--- src/rtl/sdram_arb_pkg.sv ---
// Shared types and constants for the three-port SDRAM arbiter and its refresh timer.
package sdram_arb_pkg;

    localparam int NPORTS = 3;

    typedef logic [1:0] port_idx_t;

    localparam port_idx_t PORT_VIDEO = 2'd0;
    localparam port_idx_t PORT_IOCTL = 2'd1;
    localparam port_idx_t PORT_CPU   = 2'd2;

    typedef enum logic [1:0] {
        IDLE   = 2'd0,
        ACCESS = 2'd1,
        RFSH   = 2'd2
    } state_t;

    function automatic logic [NPORTS-1:0] port_onehot(input port_idx_t idx);
        return NPORTS'(1) << idx;
    endfunction

endpackage

--- src/rtl/sdram_refresh_timer.sv ---
// Free-running refresh interval counter; raises a single pending flag on each wrap
// until the arbiter consumes it with clr.
module sdram_refresh_timer #(
    parameter int RFSH_INTERVAL = 1560
) (
    input  logic clk_sys,
    input  logic reset_n,
    input  logic clr,
    output logic pending
);

    localparam int CW = (RFSH_INTERVAL > 1) ? $clog2(RFSH_INTERVAL) : 1;

    logic [CW-1:0] count;
    logic          wrap;

    assign wrap = (count == CW'(RFSH_INTERVAL - 1));

    // NOTE: clocked state uses non-blocking assignments so every register samples
    // pre-edge values; blocking here would create order-dependent simulation races.
    always_ff @(posedge clk_sys or negedge reset_n) begin
        if (!reset_n) begin
            count <= '0;
        end else if (wrap) begin
            count <= '0;
        end else begin
            count <= count + CW'(1);
        end
    end

    // A wrap wins over clr so a refresh is never lost; the flag saturates at one.
    always_ff @(posedge clk_sys or negedge reset_n) begin
        if (!reset_n) begin
            pending <= 1'b0;
        end else if (wrap) begin
            pending <= 1'b1;
        end else if (clr) begin
            pending <= 1'b0;
        end
    end

endmodule

--- src/rtl/sdram_arbiter.sv ---
// Three-port SDRAM command arbiter: refresh first, then video, then ioctl/CPU
// round-robin; one outstanding command at a time.
module sdram_arbiter
    import sdram_arb_pkg::*;
#(
    parameter int AW            = 24,
    parameter int RFSH_INTERVAL = 1560
) (
    input  logic                 clk_sys,
    input  logic                 reset_n,
    input  logic [NPORTS-1:0]    p_req,
    input  logic [NPORTS-1:0]    p_we,
    input  logic [NPORTS*AW-1:0] p_addr,
    input  logic [NPORTS*16-1:0] p_din,
    input  logic [NPORTS*2-1:0]  p_be,
    output logic [NPORTS-1:0]    p_ack,
    output logic [15:0]          p_dout,
    input  logic                 mem_ready,
    output logic                 mem_req,
    output logic                 mem_rfsh,
    output logic                 mem_we,
    output logic [AW-1:0]        mem_addr,
    output logic [15:0]          mem_din,
    output logic [1:0]           mem_be,
    input  logic                 mem_ack,
    input  logic [15:0]          mem_dout
);

    state_t    state, next_state;
    port_idx_t grant, sel, rr_last;
    logic      can_eval;
    logic      issue_req, issue_rfsh, finish;
    logic      rfsh_pending, rfsh_clr;

    sdram_refresh_timer #(
        .RFSH_INTERVAL (RFSH_INTERVAL)
    ) u_refresh_timer (
        .clk_sys (clk_sys),
        .reset_n (reset_n),
        .clr     (rfsh_clr),
        .pending (rfsh_pending)
    );

    // While p_ack is out the requester may not have dropped p_req yet, so hold off.
    assign can_eval = mem_ready && (p_ack == '0);

    always_ff @(posedge clk_sys or negedge reset_n) begin
        if (!reset_n) begin
            state <= IDLE;
        end else begin
            state <= next_state;
        end
    end

    // NOTE: every output of this block gets a default first; a path that leaves one
    // unassigned would infer a latch.
    always_comb begin
        next_state = state;
        sel        = grant;
        issue_req  = 1'b0;
        issue_rfsh = 1'b0;
        rfsh_clr   = 1'b0;
        finish     = 1'b0;
        case (state)
            IDLE: begin
                if (can_eval) begin
                    if (rfsh_pending) begin
                        issue_rfsh = 1'b1;
                        rfsh_clr   = 1'b1;
                        next_state = RFSH;
                    end else if (p_req[PORT_VIDEO]) begin
                        sel        = PORT_VIDEO;
                        issue_req  = 1'b1;
                        next_state = ACCESS;
                    end else if (p_req[PORT_IOCTL] && (!p_req[PORT_CPU] || rr_last == PORT_CPU)) begin
                        sel        = PORT_IOCTL;
                        issue_req  = 1'b1;
                        next_state = ACCESS;
                    end else if (p_req[PORT_CPU]) begin
                        sel        = PORT_CPU;
                        issue_req  = 1'b1;
                        next_state = ACCESS;
                    end
                end
            end
            ACCESS: begin
                if (mem_ack) begin
                    finish     = 1'b1;
                    next_state = IDLE;
                end
            end
            RFSH: begin
                if (mem_ack) begin
                    next_state = IDLE;
                end
            end
            default: begin
                next_state = IDLE;
            end
        endcase
    end

    // Command fields are captured at grant time so the requester can change
    // its inputs freely while the access is in flight.
    always_ff @(posedge clk_sys or negedge reset_n) begin
        if (!reset_n) begin
            grant    <= PORT_VIDEO;
            rr_last  <= PORT_CPU;
            mem_req  <= 1'b0;
            mem_rfsh <= 1'b0;
            mem_we   <= 1'b0;
            mem_addr <= '0;
            mem_din  <= '0;
            mem_be   <= '0;
            p_ack    <= '0;
            p_dout   <= '0;
        end else begin
            mem_req  <= issue_req;
            mem_rfsh <= issue_rfsh;
            p_ack    <= finish ? port_onehot(grant) : '0;
            if (issue_req) begin
                grant    <= sel;
                mem_we   <= p_we[sel];
                mem_addr <= p_addr[int'(sel)*AW +: AW];
                mem_din  <= p_din[int'(sel)*16 +: 16];
                mem_be   <= p_be[int'(sel)*2 +: 2];
                if (sel != PORT_VIDEO) begin
                    rr_last <= sel;
                end
            end
            if (finish) begin
                p_dout <= mem_dout;
            end
        end
    end

endmodule

--- config.mk ---
export PLATFORM = sky130hd
export DESIGN_NAME = sdram_arbiter
export DESIGN_NICKNAME = d
export VERILOG_FILES = /design/src/rtl/sdram_arb_pkg.sv /design/src/rtl/sdram_refresh_timer.sv /design/src/rtl/sdram_arbiter.sv
export SDC_FILE = /design/constraint.sdc
export NUM_CORES = 1
export LEC_CHECK = 0
export CORE_UTILIZATION = 40
export CTS_CLUSTER_SIZE = 30
export DETAILED_ROUTE_END_ITERATION = 10
export PLACE_DENSITY = 0.88
export RECOVER_POWER = 25
export SYNTH_ARGS = -nofsm -noshare
export SYNTH_HDL_FRONTEND = slang
export SYNTH_SLANG_ARGS = --single-unit
--- constraint.sdc ---
create_clock -name clk_sys -period 3.75 [get_ports clk_sys]
set_input_delay 0.375 -clock clk_sys [delete_from_list [all_inputs] [get_ports clk_sys]]
set_output_delay 0.375 -clock clk_sys [all_outputs]
set_load 0.01 [all_outputs]
=== Word-level counts from Yosys, hierarchy flattened ===
Index checks and enable logic that the tools add are counted.
W data, S select, Z words.

* Logic and storage cells: 68
* Memories: 0
* Memory bits (writable): 0
* Flip-flop bits (word level): 82
* Input port bits: 152
* Memory bits (read-only): 0
* Output and inout port bits: 64
* Bits in latches: 0

* Bitwise logic cells: 0
* Eq/ne operators: 7
* Multiply operators: 1
* Shift operators: 4
* Add/sub/neg operators: 1
* Magnitude comparators: 1
* Reduce and logical (&&, ||, !) cells: 11
* Muxes and demuxes: 30
* Div/mod/pow operators: 0

{| class="wikitable"
|+ Operator list
! operator !! number
|-
| $shiftx A72 B8 Y24 || 1
|-
| $shiftx A48 B7 Y16 || 1
|-
| $mux W2 || 12
|-
| $mux W1 || 14
|-
| $add A11 B1 Y11 const B || 1
|-
| $eq A11 B11 Y1 const B || 1
|-
| $mux W11 || 1
|-
| $shiftx A6 B4 Y2 || 1
|-
| $ne A5 B4 Y1 const B || 1
|-
| $eq A2 B2 Y1 const B || 2
|-
| $mul A2 B2 Y4 const B || 1
|-
| $pmux W2 S2 || 1
|-
| $reduce_bool A2 Y1 || 2
|-
| $logic_not A3 Y1 || 1
|-
| $lt A2 B3 Y1 const B || 1
|-
| $mux W3 || 1
|-
| $reduce_and A3 Y1 || 1
|-
| $shl A1 B2 Y3 const A || 1
|-
| $bmux W1 S2 || 1
|-
| $eq A2 B1 Y1 const B || 1
|-
| $logic_and A1 B1 Y1 || 2
|-
| $logic_not A2 Y1 || 1
|-
| $ne A2 B1 Y1 const B || 1
|-
| $ne A2 B2 Y1 const B || 1
|-
| other kinds (4) || 4
|}

=== Depth between registers and ports, before layout ===
Gate-level depths: netlist of the first run.

* Depth after elaboration: 10
* Gate-level depth with buffers: 9
* Mapped depth without buffers: 7

=== Modules after synthesis ===
A second synthesis of the first run with hierarchy kept.

* Cells, all modules: 389
* Area, all modules: 4,625.7 um^2

{| class="wikitable"
|+ Modules (own cells, without submodules)
! module !! area an instance (um^2) !! instances !! seq. area each (um^2) !! cells an instance
|-
| sdram_arbiter || 4,083.9 || 1 || 1,752.9 || 336
|-
| sdram_refresh_timer || 541.8 || 1 || 300.3 || 53
|}

=== Worst setup path after synthesis of the first run ===
Ideal clock, no wire load.

* Path type: register -> register
* Start: register p_ack[2]
* End: register mem_addr[10]
* Path buffers: 2
* Setup time: 132 ps
* Stages on the path, launching flop included: 8
* Arrival time: 1,796 ps
* Required time: 3,618 ps
* Period minus slack after synthesis: 1,928 ps
* Slack: 1,822 ps
* Path through: dfrtp_1 > or4b_4 > nor2_4 > o211a_1 > buf_6 > buf_12 > mux2i_1 > o21ai_1

* Longest elaborated chain between the ends: 6
* Elaborated cells on any way between the ends: 8
* Those cells by class: mul: 1; shift: 1; mux: 4; reduce/logical: 2

{| class="wikitable"
|+ Ends and longest elaborated chain
! what !! RTL line !! text
|-
| start, declared || sdram_arbiter.sv:16 || <nowiki>output logic [NPORTS-1:0] p_ack,</nowiki>
|-
| start signal, assigned || sdram_arbiter.sv:120 || <nowiki>p_ack <= finish ? port_onehot(grant) : '0;</nowiki>
|-
| $logic_not A3 Y1 * || sdram_arbiter.sv:45 || <nowiki>assign can_eval = mem_ready && (p_ack == '0);</nowiki>
|-
| $logic_and A1 B1 Y1 * || sdram_arbiter.sv:45 ||
|-
| $mux W2 || sdram_arbiter.sv:66 || <nowiki>if (can_eval) begin</nowiki>
|-
| $mux W2 || sdram_arbiter.sv:64 || <nowiki>case (state)</nowiki>
|-
| $mul A2 B2 Y4 || sdram_arbiter.sv:124 || <nowiki>mem_addr <= p_addr[int'(sel)*AW +: AW];</nowiki>
|-
| $shiftx A72 B8 Y24 || sdram_arbiter.sv:124 ||
|-
| end signal, assigned || sdram_arbiter.sv:124 ||
|-
| end, declared || sdram_arbiter.sv:22 || <nowiki>output logic [AW-1:0] mem_addr,</nowiki>
|}

Mark *: on every way between the ends. The rest lies on a longest branch, timed or not.
A chain may end at the register's enable or synchronous reset.

=== Final worst setup path of the first run ===
* Start: input port mem_ready
* End: register mem_din[11]

* Longest elaborated chain between the ends: 4
* Elaborated cells on any way between the ends: 6
* Those cells by class: shift: 1; mux: 4; reduce/logical: 1

{| class="wikitable"
|+ Ends and longest elaborated chain
! what !! RTL line !! text
|-
| start, declared || sdram_arbiter.sv:18 || <nowiki>input logic mem_ready,</nowiki>
|-
| $logic_and A1 B1 Y1 * || sdram_arbiter.sv:45 ||
|-
| $mux W2 || sdram_arbiter.sv:66 ||
|-
| $mux W2 || sdram_arbiter.sv:64 ||
|-
| $shiftx A48 B7 Y16 || sdram_arbiter.sv:125 || <nowiki>mem_din <= p_din[int'(sel)*16 +: 16];</nowiki>
|-
| end signal, assigned || sdram_arbiter.sv:125 ||
|-
| end, declared || sdram_arbiter.sv:23 || <nowiki>output logic [15:0] mem_din,</nowiki>
|}

Marks and branches as above.

==> results of run 1 <==
worst min-delay path by stage:
stage                                  startpoint                            endpoint  depth (start not counted)
6_report       u_refresh_timer.count[0]$_DFF_PN0_  u_refresh_timer.count[0]$_DFF_PN0_                          1
5_1_grt        u_refresh_timer.count[0]$_DFF_PN0_  u_refresh_timer.count[0]$_DFF_PN0_                          1
4_1_cts                                   reset_n               p_dout[4]$_DFFE_PN0P_                          1
3_5_place_dp   u_refresh_timer.count[0]$_DFF_PN0_  u_refresh_timer.count[0]$_DFF_PN0_                          1
3_3_place_gp   u_refresh_timer.count[0]$_DFF_PN0_  u_refresh_timer.count[0]$_DFF_PN0_                          1
2_1_floorplan                             reset_n                grant[0]$_DFFE_PN0P_                          0
layout make-up:
cell class,count,area [sq um]
Tap cell,129,161
Sequential cell,82,2050
Fill cell,752,2990
Inverter,6,22.5
Multi-Input combinational cell,219,1660
Clock buffer,12,135
Timing Repair Buffer,220,2200
Clock inverter,3,65.1
through the flow:
step           power, mW  util (%)  hold slack, ps  std cells
6_report            4.05      67.8             492        671
5_1_grt             4.28      67.8             500        671
4_1_cts             4.08      67.8             249        671
3_5_place_dp        3.41      65.6             477        656
3_3_place_gp        3.33      65.6             470        656
2_1_floorplan       2.44         -            79.4        325
sequential cells by signal, summed over array words and instances (netlist names):
register                 cells
mem_addr                    24
mem_din                     16
p_dout                      16
u_refresh_timer.count       11
p_ack                        3
grant                        2
mem_be                       2
rr_last                      2
state                        2
mem_req                      1
mem_rfsh                     1
mem_we                       1
u_refresh_timer.pending      1
routing by layer:
layer | global-route usage, % | share of wire, % | vias up
met5 | 0 | 0 | -
met4 | 9.25 | 2.5 | 0
met3 | 5.92 | 8.6 | 22
met2 | 40.4 | 51 | 197
met1 | 24.6 | 38 | 1708
li1 | - | - | 1629
synthesized netlist by cell type (all sizes together) (2+ instances only):
master and count:
nor2 10, buf 9, xor2 6, nand2 11
nor3 3, a22o 2, nand3 3, nand2b 2
nor4 2, mux2i 43, clkbuf 9, mux2 17
a21oi 5, nor2b 3, ha 3, inv 6
nand4 4, a22oi 43, dfrtp 81, o21ai 46
xnor2 2, nor3b 2
cells by family after synthesis:
logic type	count (synthesis)
compound gates	101
buf+inv	24
xor+xnor	8
flops	82
mux	60
simple gates	47
fa+ha+maj	3
worst max-delay path, stage by stage:
cell and delay [ps]:
clkdlybuf4s50_1 470, or4b_4 500, nor2_4 170, o211a_2 220, buf_12 290, mux2i_1 270, o21ai_1 70
where the power goes:
part / internal (mW) / total [mW] / switching (mW)
clock network: 0.372 / 0.672 / 0.300
logic: 1.12 / 1.95 / 0.827
registers: 1.23 / 1.43 / 0.199
total: 2.72 / 4.05 / 1.33
==> flow_metrics.py, run 1 <==
metrics = {
    "final_layout": {
        "drive_gt1_share_pct": 7.93,
        "antennaDiodeCount": 0,
        "nets": 693,
        "final_area_sq_um": 6290,
        "layout_common_cells": "clkdlybuf4s50_1, dfrtp_1, mux2i_1, a22oi_1, o21ai_1",
        "layout.cells.most_common": "clkdlybuf4s50_1",
        "area_growth_pct": 62.7,
    },
    "status": {
        "violations": "capacitance limit, slew limit",
        "status": "finished with violations",
    },
    "route": {
        "drc": 0,
        "vias": 3556,
        "dr.pass1.iters": 4,
        "viasPerCell": 5.30,
        "wire_per_inst_um": 17.0,
        "first_iter_violations": 103,
        "wl_mm": 11.4,
        "ant_nets": 0,
    },
    "placed_design": {
        "place_hpwl_mm": 8.29,
        "port_buffers": 215,
        "post-place-ws_ps": 1180,
        "place_congestion": 0.850,
        "postPlaceCellArea_sq_um": 6090,
    },
    "sta": {
        "min_period_ps": 2220,
        "finalSetupViolations": 0,
        "post-route-period-util_pct": 59.2,
        "hold_viol": 0,
        "finalWorstSetupSlack_ps": 1530,
        "worst_pin_slew_ps": 1990,
        "relSlewSlack_pct": -32.5,
        "fin_skew_ps": 10.8,
        "drv_slew": 83,
        "rsz0062_at_grt": "no",
        "clock.fmax_ghz": 0.451,
        "finalSetupTns_ps": 0,
    },
    "cts": {
        "clock_latency_ps": 340,
        "cts_root_buf": "clkbuf_8",
        "cts_tree": "done",
        "post_cts_resized": 0,
        "htreeDepth": 3,
        "clock-sinks": 82,
        "clkSlewWorstSetupHoldPaths_ps": 80,
        "cts_setup_buffers": 0,
        "cts_made_buffers": 9,
        "clock_path_buffers": 2,
        "ctsHoldBuffers": 0,
    },
    "worst_setup_path": {
        "cp.arrival_ps": 2440,
        "crit_path_end_kind": "flip-flop",
        "worst-r2r-setup-slack_ps": 1550,
        "r2r-end": "mem_din[11]$_DFFE_PN0P_",
        "worst-r2r-cell-count": 6,
        "cp-startpoint": "mem_ready",
        "crit_type": "primary input to flip-flop",
        "critPathRequiredTime_ps": 3970,
        "cp_max_fo": 44,
        "critPathCapture": "mem_din[11]$_DFFE_PN0P_",
        "reg2reg_from": "p_ack[2]$_DFF_PN0_",
        "start_kind": "primary input",
    },
    "floorplanning": {
        "rows": 35,
        "die_area_sq_um": 10100,
        "die_h_um": 100,
        "die_x_um": 100,
        "initial_core_util_pct": 41.7,
        "core_sq_um": 9280,
        "ios": 216,
    },
    "flow_run": {
        "max-cap-violations": 1,
    },
    "yosys": {
        "syn_inst": 325,
        "synthDistinctLibCells": 40,
        "synth_compound_area_share_pct": 16.5,
        "syn_avg_cell_area_sq_um": 11.9,
        "synth-edff-count": 0,
        "ys_warn_count": 0,
        "syn_nets": 480,
        "synth_ff_type": "dfrtp_1",
        "synth-xor-area-share_pct": 1.81,
        "synth_area_leaders": "dfrtp_1, mux2i_1, a22oi_1, o21ai_1, mux2_2",
        "synth-seq-area-share_pct": 53.1,
        "synthAdderAreaFrac_pct": 0.971,
        "synth_top_cell_by_area": "dfrtp_1",
        "synth_seq_cells": 82,
        "synthSimpleGateAreaFrac_pct": 7.25,
        "async_flop_share_pct": 100,
        "synth_top_family_by_area": "compound AO/OA/AOI/OAI gates",
        "synth_mux_area_share_pct": 16.1,
        "syn_area_sq_um": 3870,
        "synth_top_area_share_pct": 52.4,
    },
    "global_routing": {
        "antenna_found_initial": 0,
        "grt_pass1_vias": 3605,
        "grt_max_degree": 83,
        "grt_pass1_wl_mm": 17.2,
        "track_usage_pct": 22.3,
        "grt_overflow": 0,
    },
    "power": {
        "p_leak_nw": 2.50,
        "vdd.ir_drop.worst_uv": 324,
        "p_per_area_nw_per_um2": 644,
    },
    "min_path": {
        "worstHoldPathType": "flip-flop to flip-flop",
    },
}
Note: power is estimated with default switching activity, not from simulation.
==> run 2: changes to the inputs <==
- CORE_UTILIZATION: 40 -> 35
- PLACE_DENSITY: 0.88 -> 0.82
- clock period: 3.75 -> 1.84 ns (I/O delays scaled with it)
==> run 2 against run 1 <==
The run ends with setup timing left. Count of clock-buffer cells in the layout is 1 higher. Cell area is 8.6% higher. Clock power grew 100%. Sequential share of layout area is 2.6 points lower. Final cell count up 7.0%. Register-to-register slack got worse by 1600 ps. Critical endpoint is now mem_be[1]$_DFFE_PN0P_. Largest cell class unchanged.
==> flow_metrics.py, run 2 (synthesis results as in run 1) <==
metrics = {
    "placed_design": {
        "postPlaceCellArea_sq_um": 6350,
        "place_hpwl_mm": 8.76,
        "place_congestion": 0.823,
        "port_buffers": 215,
    },
    "global_routing": {
        "grt_max_degree": 44,
        "grt_overflow": 0,
        "antenna_found_initial": 0,
        "grt_util_met3_pct": 4.68,
        "grt_util_met1_pct": 24.7,
        "busiest_layer": "met2",
        "grt_use_met2_pct": 37.4,
        "track_usage_pct": 21.0,
        "grt_pass1_wl_mm": 18.5,
        "grt_pass1_vias": 3706,
    },
    "status": {
        "violations": "setup timing",
        "status": "finished with violations",
    },
    "cts": {
        "clock_latency_ps": 350,
        "clkSlewWorstSetupHoldPaths_ps": 80,
        "cts_made_buffers": 9,
        "cts_tree": "done",
        "clock-sinks": 82,
        "htreeDepth": 3,
        "clock_path_buffers": 2,
        "cts_root_buf": "clkbuf_8",
    },
    "route": {
        "vias": 3672,
        "ant_nets": 0,
        "wl_mm": 12.9,
        "first_iter_violations": 263,
        "drc": 0,
        "wire_per_inst_um": 18.0,
        "viasPerCell": 5.11,
        "dr.pass1.iters": 4,
    },
    "final_layout": {
        "drive_gt1_share_pct": 15.9,
        "area_growth_pct": 76.7,
        "nets": 729,
        "reg.largest.list": "mem_addr (24), mem_din (16), p_dout (16)",
        "antennaDiodeCount": 0,
        "final_area_sq_um": 6840,
        "top_register": "mem_addr",
        "layout_common_cells": "clkdlybuf4s50_1, dfrtp_1, o21ai_1",
        "largest_register_ffs": 24,
        "layout.cells.most_common": "clkdlybuf4s50_1",
    },
    "sta": {
        "rsz0062_at_grt": "yes",
        "timing.hold.ws_ps": 438,
        "drv_slew": 0,
        "hold_viol": 0,
        "clock.fmax_ghz": 0.516,
        "worst_pin_slew_ps": 890,
        "min_period_ps": 1940,
        "finalWorstSetupSlack_ps": -96.6,
        "post-route-period-util_pct": 105,
        "finalSetupViolations": 43,
        "relSlewSlack_pct": 40.6,
        "finalSetupTns_ps": -2160,
        "fin_skew_ps": 8.64,
    },
    "power": {
        "p_per_area_nw_per_um2": 1300,
        "swShare_pct": 33.0,
        "p_int_mw": 5.95,
        "p_leak_nw": 2.76,
        "sequentialPowerShare_pct": 32.7,
        "clkPwrFrac_pct": 15.3,
        "vdd.ir_drop.worst_uv": 584,
        "power_frac_comb_pct": 52.0,
        "power_switching_mw": 2.94,
    },
    "floorplanning": {
        "die_x_um": 107,
        "rows": 38,
        "die_h_um": 107,
        "core_sq_um": 10800,
        "die_area_sq_um": 11500,
        "ios": 216,
        "initial_core_util_pct": 35.8,
    },
    "worst_setup_path": {
        "cp.arrival_ps": 2180,
        "start_kind": "flip-flop",
        "cp-startpoint": "p_ack[0]$_DFF_PN0_",
        "crit_type": "flip-flop to flip-flop",
        "critPathRequiredTime_ps": 2080,
        "crit_path_end_kind": "flip-flop",
        "reg2reg_from": "p_ack[0]$_DFF_PN0_",
        "cp_max_fo": 15,
    },
    "min_path": {
        "worstHoldPathType": "primary input to flip-flop",
        "min_from": "p_din[44]",
    },
    "flow_run": {
        "max-cap-violations": 0,
    },
}
[run 2: changes by cell type in the layout (fill, tap and decap cells not counted), sizes merged]
cell and delta:
buf +31, bufinv -1, clkbuf +5, dlygate4sd3 +1
[run 2: layout make-up]
| cell class | count | area, sq um |
|---|---|---|
| Fill cell | 851 | 3960 |
| Timing Repair Buffer | 256 | 2620 |
| Sequential cell | 82 | 2050 |
| Multi-Input combinational cell | 219 | 1760 |
| Tap cell | 140 | 175 |
| Clock buffer | 13 | 169 |
| Clock inverter | 2 | 35.0 |
| Inverter | 6 | 22.5 |
[run 2: final timing paths]
path | to | slack (ps) | cells after the start
worst max register to register | mem_be[1]$_DFFE_PN0P_ | -100 | 6
worst max-delay path | mem_be[1]$_DFFE_PN0P_ | -100 | 6
max in group asynchronous | p_dout[0]$_DFFE_PN0P_ | 180 | 3
worst min register to register | u_refresh_timer.count[0]$_DFF_PN0_ | 500 | 1
worst min-delay path | mem_din[12]$_DFFE_PN0P_ | 440 | 3
min in group asynchronous | mem_addr[1]$_DFFE_PN0P_ | 480 | 2
[run 2: power by group through the flow]
stage               Clock, mW  Combinational, mW  Sequential [mW]
global route             1.48               4.92             2.98
global placement            0               4.16             2.88
detailed placement          0               4.26             2.93
CTS                      1.41               4.47             2.90
finish                   1.36               4.62             2.91
floorplan                   0               1.79             3.19
[run 2: routing by layer]
metal | vias up | part of all wire [%]
met5 | - | 0
met4 | 0 | 1.5
met3 | 16 | 6.9
met2 | 155 | 52
met1 | 1793 | 40
li1 | 1708 | -
[run 2: critical path, stage by stage (launching register included)]
cell	delay, ps
dfrtp_1	380
or4b_4	560
nor2_4	120
o211a_4	220
buf_12	180
mux2i_2	260
o21ai_1	80
[run 2: through the flow]
stage,utilization [%],cells,power (mW),setup WS (ps)
after global placement,58.8,691,7.04,-330
after global routing,63.3,718,9.38,-173
after floorplan,-,325,4.98,-63.0
after CTS,61.7,710,8.78,-104
after detailed placement,58.8,691,7.19,-368
final,63.3,718,8.89,-96.6
[run 2: repair_timing]
action,in CTS,in global routing
resized for setup,10,19
gates cloned,2,5
hold buffers,1,0
endpoints found under the hold margin,58,0
setup endpoints to repair,43,46
setup buffers,1,4
pin swaps,1,2
==> run 3: changes to the inputs <==
- CORE_MARGIN: not set -> 5
==> run 3 against run 2 <==
The run still ends with setup timing left. Clock skew is 2.4 ps higher. Maximum frequency shrank 2.7%. Final cell count did not move. Via count rose by 1.9%. Register-to-register slack got worse by 50 ps. Sequential cell count stayed put. Count of clock-buffer cells in the layout shrank 3. Cell area decreased by 0.33%. Power decreased by 0.30%. Setup slack got worse by 55 ps.
==> flow_metrics.py, run 3 (synthesis results as in run 1) <==
metrics = {
    "route": {
        "drc": 0,
        "ant_nets": 0,
        "viasPerCell": 5.21,
        "dr.pass1.iters": 4,
        "wl_mm": 14.0,
        "vias": 3740,
        "wire_per_inst_um": 19.4,
        "first_iter_violations": 187,
    },
    "sta": {
        "finalSetupViolations": 43,
        "hold_viol": 0,
        "fin_skew_ps": 11.0,
        "rsz0062_at_grt": "yes",
        "min_period_ps": 1990,
        "post-route-period-util_pct": 108,
        "timing.hold.ws_ps": 443,
        "worst_pin_slew_ps": 987,
        "finalSetupTns_ps": -4260,
        "finalWorstSetupSlack_ps": -151,
        "clock.fmax_ghz": 0.502,
        "relSlewSlack_pct": 34.2,
        "drv_slew": 0,
    },
    "final_layout": {
        "layout_common_cells": "clkdlybuf4s50_1, dfrtp_1, o21ai_1",
        "reg.largest.list": "mem_addr (24), mem_din (16), p_dout (16)",
        "top_register": "mem_addr",
        "area_growth_pct": 76.2,
        "layout.cells.most_common": "clkdlybuf4s50_1",
        "fin_util_pct": 62.8,
        "nets": 728,
        "drive_gt1_share_pct": 17.3,
        "antennaDiodeCount": 0,
        "largest_register_ffs": 24,
        "nFillCells": 862,
        "stdcell_count": 718,
    },
    "floorplanning": {
        "die_x_um": 115,
        "rows": 38,
        "die_area_sq_um": 13300,
        "core_sq_um": 10800,
        "die_h_um": 115,
        "initial_core_util_pct": 35.7,
        "ios": 216,
    },
    "global_routing": {
        "grt_overflow": 0,
        "grt_pass1_vias": 4053,
        "grt_pass1_wl_mm": 20.3,
        "track_usage_pct": 19.6,
        "grt_max_degree": 45,
        "antenna_found_initial": 0,
    },
    "worst_setup_path": {
        "path_cells": "or4b_4, nor2_4, o211a_4, buf_4, buf_12, mux2i_2, o21ai_1",
        "cp_max_fo": 9,
        "crit_type": "flip-flop to flip-flop",
        "path_delay_family": "simple AND/OR/NAND/NOR gates",
        "cp.arrival_ps": 2220,
        "cp_num_buf_inv": 2,
        "slowest_stage": "or4b_4",
        "critPathRequiredTime_ps": 2070,
        "start_kind": "flip-flop",
        "crit_path_end_kind": "flip-flop",
        "max_stage_delay_ps": 570,
    },
    "cts": {
        "cts_root_buf": "clkbuf_8",
        "clock-sinks": 82,
        "clock_latency_ps": 350,
        "cts_tree": "done",
        "cts_made_buffers": 9,
        "clkSlewWorstSetupHoldPaths_ps": 90,
        "clock_path_buffers": 2,
        "htreeDepth": 3,
    },
    "power": {
        "p_leak_nw": 2.73,
        "clkPwrFrac_pct": 13.6,
        "sequentialPowerShare_pct": 33.0,
        "total_power_mw": 8.86,
        "vdd.ir_drop.worst_uv": 633,
        "p_per_area_nw_per_um2": 1300,
        "power_switching_mw": 3.02,
        "p_int_mw": 5.84,
        "power_frac_comb_pct": 53.4,
        "swShare_pct": 34.1,
    },
    "placed_design": {
        "place_inst": 691,
        "place_congestion": 0.866,
        "place_hpwl_mm": 9.87,
        "port_buffers": 215,
    },
    "min_path": {
        "worstHoldPathType": "primary input to flip-flop",
    },
    "status": {
        "violations": "setup timing",
        "status": "finished with violations",
    },
    "flow_run": {
        "max-cap-violations": 0,
    },
}
run 3: worst paths after layout:
check,startpoint,end,slack [ps],depth (start not counted)
min in group asynchronous,reset_n,mem_din[13]$_DFFE_PN0P_,530,2
max in group asynchronous,reset_n,mem_addr[10]$_DFFE_PN0P_,260,3
max,p_ack[1]$_DFF_PN0_,mem_din[9]$_DFFE_PN0P_,-150,7
min reg2reg,u_refresh_timer.count[0]$_DFF_PN0_,u_refresh_timer.count[0]$_DFF_PN0_,480,1
min,p_addr[68],mem_addr[20]$_DFFE_PN0P_,440,3
max reg2reg,p_ack[1]$_DFF_PN0_,mem_din[9]$_DFFE_PN0P_,-150,7
run 3: layer usage:
layer	wire, um	vias to the layer above	global-route usage [%]
met4	299	0	7.20
met1	5120	1846	22.0
met5	0	-	0
met3	1070	26	5.00
met2	7460	161	35.8
li1	-	1707	-
run 3: area by class of cell:
class / count / area [sq um] / share of cell area, %
clock buffer: 10 / 138 / 2.02
inverter: 6 / 22.5 / 0.331
multi-input combinational: 219 / 1750 / 25.6
sequential: 82 / 2050 / 30.1
clock inverter: 6 / 42.5 / 0.624
tap: 140 / 175 / 2.57
timing repair buffer: 255 / 2640 / 38.7
run 3: power by group through the flow:
| stage | clock, mW | combinational, mW | sequential (mW) |
|---|---|---|---|
| 2_1_floorplan | 0 | 1.79 | 3.19 |
| 3_3_place_gp | 0 | 4.19 | 2.90 |
| 3_5_place_dp | 0 | 4.30 | 2.94 |
| 4_1_cts | 1.24 | 4.55 | 2.91 |
| 5_1_grt | 1.32 | 5.07 | 3.01 |
| 6_report | 1.21 | 4.73 | 2.92 |
run 3: worst reg2reg max path: stages, from the launching register on:
cell	delay (ps)
dfrtp_1	390
or4b_4	570
nor2_4	120
o211a_4	220
buf_4	140
buf_12	140
mux2i_2	220
o21ai_1	80
run 3: stage by stage:
stage	setup WS [ps]	cell area [sq um]
after global placement	-300	6350
after detailed placement	-389	6350
after CTS	-91.6	6680
after floorplan	-63.0	3870
after global routing	-229	6810
final	-151	6810
run 3: what timing repair did:
item / in CTS / in global routing
hold buffers: 1 / 0
setup endpoints to repair: 45 / 47
gates resized for setup: 14 / 18
gates cloned: 3 / 2
pin swaps: 1 / 4
buffers inserted: 2 / 3
hold endpoints to repair: 33 / 0
